$ cat src/rtl/csr_access_ctrl.sv
// csr_access_ctrl: arbitrates core/debug CSR requests and sequences read-modify-write accesses to the CSR file.
module csr_access_ctrl #(
    parameter int ADDR_W = 12,
    parameter int DATA_W = 32
) (
    input  logic              clk,
    input  logic              rst,
    input  logic              core_req_valid,
    output logic              core_req_ready,
    input  logic [1:0]        core_req_op,
    input  logic [ADDR_W-1:0] core_req_addr,
    input  logic [DATA_W-1:0] core_req_wdata,
    output logic              core_rsp_valid,
    output logic [DATA_W-1:0] core_rsp_rdata,
    output logic              core_rsp_err,
    input  logic              dbg_req_valid,
    output logic              dbg_req_ready,
    input  logic              dbg_req_write,
    input  logic [ADDR_W-1:0] dbg_req_addr,
    input  logic [DATA_W-1:0] dbg_req_wdata,
    output logic              dbg_rsp_valid,
    output logic [DATA_W-1:0] dbg_rsp_rdata,
    output logic              dbg_rsp_err,
    output logic              csr_w_enable,
    output logic [ADDR_W-1:0] csr_addr,
    output logic [DATA_W-1:0] csr_wdata,
    input  logic [DATA_W-1:0] csr_rdata
);
    localparam logic [1:0] OP_RW = 2'b00, OP_RS = 2'b01, OP_RO = 2'b11;
    typedef enum logic [1:0] {IDLE, READ, WRITE, RESP} state_t;
    state_t state, state_nx;
    logic last_dbg, src_dbg, err, core_err_q, dbg_err_q;
    logic grant_core, take, do_write, ro_addr;
    logic [1:0] op;
    logic [ADDR_W-1:0] addr;
    logic [DATA_W-1:0] wdata, old, new_val, core_rd_q, dbg_rd_q;
    always_comb begin
        grant_core     = core_req_valid && (!dbg_req_valid || last_dbg);
        core_req_ready = rst && state == IDLE && grant_core;
        dbg_req_ready  = rst && state == IDLE && dbg_req_valid && !grant_core;
        take           = core_req_ready || dbg_req_ready;
        do_write       = op == OP_RW || (op != OP_RO && wdata != '0);
        ro_addr        = addr[ADDR_W-1 -: 2] == 2'b11;
        new_val        = op == OP_RW ? wdata : op == OP_RS ? (old | wdata) : (old & ~wdata);
        state_nx       = state == IDLE  ? (take ? READ : IDLE) :
                         state == READ  ? ((do_write && !ro_addr) ? WRITE : RESP) :
                         state == WRITE ? RESP : IDLE;
        core_rsp_valid = state == RESP && !src_dbg;
        dbg_rsp_valid  = state == RESP && src_dbg;
        core_rsp_rdata = core_rsp_valid ? old : core_rd_q;
        core_rsp_err   = core_rsp_valid ? err : core_err_q;
        dbg_rsp_rdata  = dbg_rsp_valid ? old : dbg_rd_q;
        dbg_rsp_err    = dbg_rsp_valid ? err : dbg_err_q;
        csr_w_enable   = state == WRITE;
        csr_addr       = (state == READ || state == WRITE) ? addr : '0;
        csr_wdata      = state == WRITE ? new_val : '0;
    end
    always_ff @(posedge clk or negedge rst) begin
        if (!rst) begin
            state      <= IDLE;
            last_dbg   <= 1'b1;
            src_dbg    <= 1'b0;
            op         <= '0;
            addr       <= '0;
            wdata      <= '0;
            old        <= '0;
            err        <= 1'b0;
            core_rd_q  <= '0;
            core_err_q <= 1'b0;
            dbg_rd_q   <= '0;
            dbg_err_q  <= 1'b0;
        end else begin
            state <= state_nx;
            if (take) begin
                src_dbg  <= !grant_core;
                last_dbg <= !grant_core;
                op       <= grant_core ? core_req_op : (dbg_req_write ? OP_RW : OP_RO);
                addr     <= grant_core ? core_req_addr : dbg_req_addr;
                wdata    <= grant_core ? core_req_wdata : dbg_req_wdata;
            end
            if (state == READ) begin
                old <= csr_rdata;
                err <= do_write && ro_addr;
            end
            if (core_rsp_valid) begin
                core_rd_q  <= old;
                core_err_q <= err;
            end
            if (dbg_rsp_valid) begin
                dbg_rd_q  <= old;
                dbg_err_q <= err;
            end
        end
    end
endmodule
$ cat config.mk
export PLATFORM = sky130hd
export DESIGN_NAME = csr_access_ctrl
export DESIGN_NICKNAME = d
export VERILOG_FILES = /design/src/rtl/csr_access_ctrl.sv
export SDC_FILE = /design/constraint.sdc
export NUM_CORES = 1
export LEC_CHECK = 0
export CELL_PAD_IN_SITES_DETAIL_PLACEMENT = 1
export CELL_PAD_IN_SITES_GLOBAL_PLACEMENT = 1
export CORE_ASPECT_RATIO = 0.5
export CORE_MARGIN = 2
export CORE_UTILIZATION = 35
export CTS_CLUSTER_DIAMETER = 40
export DETAILED_ROUTE_END_ITERATION = 7
export GPL_TIMING_DRIVEN = 0
export PLACE_DENSITY = 0.9
export SETUP_SLACK_MARGIN = 0.02
export SLEW_MARGIN = 30
export SYNTH_ARGS = -nofsm -noshare
export SYNTH_HDL_FRONTEND = slang
export SYNTH_SLANG_ARGS = --single-unit
$ cat constraint.sdc
create_clock -name clk -period 2.22 [get_ports clk]
set_input_delay 0.666 -clock clk [delete_from_list [all_inputs] [get_ports clk]]
set_output_delay 0.666 -clock clk [all_outputs]
set_load 0.01 [all_outputs]
## Yosys cells after proc, flatten, opt, wreduce, memory -nomap -nowiden

Index checks and enable logic that the tools add are counted.
Widths: inputs -> output; s select.

- Bits in registers: 149
- Bits in latches: 0
- Memory bits (writable): 0
- Bits in read-only memories: 0
- Bits of input ports: 127
- Output and inout bits: 115
- Word-level logic and storage cells: 59
- Memories kept: 0

- Add/subtract/negate cells: 0
- Multipliers: 0
- Div/mod/pow operators: 0
- Order comparisons: 0
- Equality and inequality tests: 6
- Shifts and indexed selects: 0
- Multiplexer cells: 17
- Bitwise logic cells: 3
- Reduce and logical (&&, ||, !) cells: 21

Operator list:

| kind | count |
|---|---|
| $mux 32 | 6 |
| $and 32x32->32 | 1 |
| $not 32->32 | 1 |
| $or 32x32->32 | 1 |
| $reduce_bool 32->1 | 1 |
| $mux 12 | 2 |
| $logic_and 1x1->1 | 10 |
| $mux 2 | 5 |
| $eq 2x2->1 const B | 3 |
| $eq 2x1->1 const B | 2 |
| $logic_not 1->1 | 4 |
| $logic_not 2->1 | 2 |
| $logic_or 1x1->1 | 4 |
| $mux 1 | 4 |
| $ne 2x2->1 const B | 1 |

## Depth between registers and ports, before layout

- Word-level depth: 8
- Mapped depth: 7
- Depth with buffers taken out: 6

## Worst setup path before layout

Ideal clock, no wire load.

- Path type: flip-flop to output port
- From: register state[0]
- To: output port core_rsp_rdata[10]
- Data arrival time: 1.404 ns
- Data required time: 1.554 ns
- Path slack: 0.150 ns
- Cell stages (with the launch flop): 6
- Path buffers: 2
- Cell sequence: dfrtp_1 ha_1 nand2b_1 buf_2 buf_2 mux2_2

- Longest elaborated chain between the ends: 3

Ends and longest elaborated chain:

| item | line | RTL |
|---|---|---|
| start: declaration | 31 | `state_t state, state_nx;` |
| start signal: assignment | 73 | `state <= state_nx;` |
| $eq 2x2->1 | 48 | `core_rsp_valid = state == RESP && !src_dbg;` |
| $logic_and 1x1->1 | 48 |  |
| $mux 32 | 50 | `core_rsp_rdata = core_rsp_valid ? old : core_rd_q;` |
| end: declaration | 14 | `output logic [DATA_W-1:0] core_rsp_rdata,` |

Every way passes these cells.

## Final worst setup path

- From: register op[0]
- To: output port csr_wdata[4]

- Longest elaborated chain between the ends: 4
- Elaborated cells on any way between the ends: 5
- Those cells by class: 1 x eq/ne; 3 x mux; 1 x reduce/logical

Ends and longest elaborated chain:

| item | line | RTL |
|---|---|---|
| start: declaration | 34 | `logic [1:0] op;` |
| start signal: assignment | 77 | `op <= grant_core ? core_req_op : (dbg_req_write ? OP_RW : OP_RO);` |
| $eq 2x1->1 | 44 | `new_val = op == OP_RW ? wdata : op == OP_RS ? (old \| wdata) : (old & ~wdata);` |
| $mux 32 | 44 |  |
| $mux 32 * | 44 |  |
| $mux 32 * | 56 | `csr_wdata = state == WRITE ? new_val : '0;` |
| end: declaration | 26 | `output logic [DATA_W-1:0] csr_wdata,` |

Mark *: on every way between the ends. The rest lies on a longest branch, timed or not.

==> impl_metrics.env <==
export IMPL_status="finished, violations left"
export IMPL_violations="negative setup slack"
export IMPL_synthTopCellsByCount="dfrtp_1 (148), mux2_2 (96), nand2_1 (85), mux2i_1 (78), and2_1 (44)"
export IMPL_ys_flop_type="dfrtp_1"
export IMPL_vdd_ir_drop_max_uv=917.3
export IMPL_wl_per_cell_um=27.81
export IMPL_root_buffer="clkbuf_16"
export IMPL_yosysMostFrequentCell="dfrtp_1"
export IMPL_wirelength_mm=33.34
export IMPL_ys_async_sr_fraction=1.000
export IMPL_antenna_found_initial=3
export IMPL_rsz0062_at_grt="yes"
export IMPL_syn_nets=708
export IMPL_fin_crit_sh=1.234
export IMPL_hold_worst_slack_ns=0.08234
export IMPL_rows=36
export IMPL_grt_max_degree=46
export IMPL_synth_seq_area_share=0.5409
export IMPL_drc=0
export IMPL_via_per_inst=5.380
export IMPL_synth_edf_count=0
export IMPL_timing_slew_headroom=0.5493
export IMPL_max_clock_freq_mhz=365.2
export IMPL_arrival_ns=2.07
export IMPL_max_cap_viol_count=0
export IMPL_r2r_cells=9
export IMPL_fin_crit_ns=2.738
export IMPL_cts_tree="done"
export IMPL_finalHoldViolCount=0
export IMPL_die_y_um=103.3
export IMPL_grt_pass1_wl_mm=44.91
export IMPL_clk_latency_ns=0.44
export IMPL_ys_seq_elements=149
export IMPL_cp_max_fo=7
export IMPL_reg2reg_to="wdata[23]$_DFFE_PN0P_"
export IMPL_grt_pass1_vias=7025
export IMPL_portBuffers=241
export IMPL_ys_types=32
export IMPL_finalSetupTns_ns=-38.68
export IMPL_vias=6451
export IMPL_cts_clk_slew_worst_paths_ns=0.07
export IMPL_htree_levels=4
export IMPL_synth_cells=577
export IMPL_ctsLongestPathBuffers=2
export IMPL_hold_path_class="primary input to asynchronous set/reset pin"
export IMPL_dp_hpwl_mm=17.88
export IMPL_layout_drive_gt1_share=0.4484
export IMPL_cp_start_kind="flip-flop"
export IMPL_dr_first_iter_drc_count=451
export IMPL_ios=242
export IMPL_ff2ff_setup_slack_ns=-0.03
export IMPL_grt_total_usage=0.2887
export IMPL_cts_buffers_inserted=17
export IMPL_cp_required_ns=1.55
export IMPL_dr_pass1_iters=5
export IMPL_initial_utilization=0.3560
export IMPL_r2r_start="state[0]$_DFF_PN0_"
export IMPL_syn_area_per_cell_um2=11.95
export IMPL_grt_overflow_total=0
export IMPL_synth_top_area_cell="dfrtp_1"
export IMPL_antenna_left=0
export IMPL_core_area_um2=19370
export IMPL_syn2layout_area_growth_pct=71.91
export IMPL_yosys_warnings=0
export IMPL_synth_top_cell_area_share=0.5371
export IMPL_cellLeakagePower_nw=5.751
export IMPL_skew_ns=0.01761
export IMPL_layout_setup_ws_ns=-0.5184
export IMPL_dieArea_um2=20910
export IMPL_path_class="flip-flop to output port"
export IMPL_gp_congestion=0.7897
export IMPL_setup_violations=117
export IMPL_syn_area_um2=6895
export IMPL_nets=1048
export IMPL_cts_sinks=149
export IMPL_p_per_area_nw_per_um2=1678
export IMPL_yosys_top_cells_area="dfrtp_1 (54%), mux2_2 (16%), mux2i_1 (11%)"
export IMPL_worstMarginPinSlew_ns=0.6699
export IMPL_chipWidth_um=202.5
export IMPL_finalMaxSlewViolations=0
export IMPL_cp_end_kind="output port"
[registers in the layout, indices dropped and copies added, names as in the netlist]
register    flops
core_rd_q      32
dbg_rd_q       32
old            32
wdata          32
addr           12
op              2
state           2
core_err_q      1
dbg_err_q       1
err             1
last_dbg        1
src_dbg         1
[power breakdown]
part	switching [W]	total [W]	leakage, nW	internal, W
combinational	0.00512	0.0112	3.65	0.00605
sequential	0.00133	0.00541	1.79	0.00408
clock	0.00124	0.00330	0.310	0.00206
[kinds of logic after synthesis]
logic type,synth area share
multiplexers,0.2700
flip-flops,0.5409
AND/OR/NAND/NOR,0.1013
AO/OA/AOI/OAI,0.04609
buffers and inverters,0.03448
adder cells (fa/ha/maj),0.007259
[cell usage in the layout (no fill, tap or decap), drive strengths merged, types with 2 or more instances in the layout]
cell and count:
clkbuf 44, nand2 85, dfrtp 148, a31oi 2
and2 44, bufbuf 3, diode 3, nand4 2
mux2i 78, mux2 96, nor4 8, nor2 3
clkinvlp 3, o21ai 50, nand2b 2, inv 7
clkdlybuf4s50 123, ha 4, buf 209, bufinv 5
clkinv 3
[worst max path at each step]
stage                                   from            endpoint  cells after the start
after floorplan           state[0]$_DFF_PN0_  core_rsp_rdata[10]                      5
after global placement                   rst       dbg_req_ready                      4
after detailed placement                 rst       dbg_req_ready                      5
after CTS                 state[1]$_DFF_PN0_   core_rsp_rdata[9]                      8
after global routing       op[0]$_DFFE_PN0P_        csr_wdata[4]                      7
final                      op[0]$_DFFE_PN0P_        csr_wdata[4]                      7
[layout make-up]
| class | instances | area, µm² |
|---|---|---|
| fillers | 1927 | 7515 |
| flip-flops and latches | 149 | 3732 |
| multi-input cells | 383 | 3421 |
| repair buffers | 325 | 3316 |
| clock buffers | 21 | 460.4 |
| plain buffers | 34 | 356.6 |
| well taps | 266 | 332.8 |
| clock inverters | 11 | 198.9 |
| inverters | 7 | 28.78 |
| diodes | 3 | 7.507 |
[stage by stage]
| step | worst slack, ns | utilization | cell area (µm²) | cells | power (W) |
|---|---|---|---|---|---|
| CTS | -0.5349 | 0.5875 | 11380 | 1160 | 0.01819 |
| global route | -0.5182 | 0.6120 | 11850 | 1199 | 0.02057 |
| detailed placement | -1.107 | 0.4994 | 9673 | 1085 | 0.01291 |
| finish | -0.5184 | 0.6120 | 11850 | 1199 | 0.01989 |
| global placement | -5.981 | 0.4977 | 9641 | 1084 | 0.01240 |
| floorplan | 0.1502 | - | 6895 | 577 | 0.008678 |
[critical path, cell delays in order, from the launching register on]
cell	delay, ns
dfrtp_1	0.44
or2_4	0.29
buf_8	0.18
buf_6	0.12
nand2_4	0.05
mux2i_1	0.19
and2_1	0.20
buf_2	0.15
[metal layers]
| metal | routed length [µm] | part of all wire | global-route usage |
|---|---|---|---|
| met2 | 16390 | 0.49 | 0.4995 |
| met1 | 13350 | 0.40 | 0.3444 |
| met4 | 1939 | 0.058 | 0.1696 |
| met5 | 0 | 0 | 0 |
| met3 | 1661 | 0.050 | 0.05733 |
[what timing repair did]
action	CTS	global route
pin swaps	34	17
setup buffers	36	45
resized for setup	648	156
hold buffers	0	0
endpoints found under the setup margin	136	115
gates cloned	7	3
No activity file was read; power rests on OpenSTA's default activity.
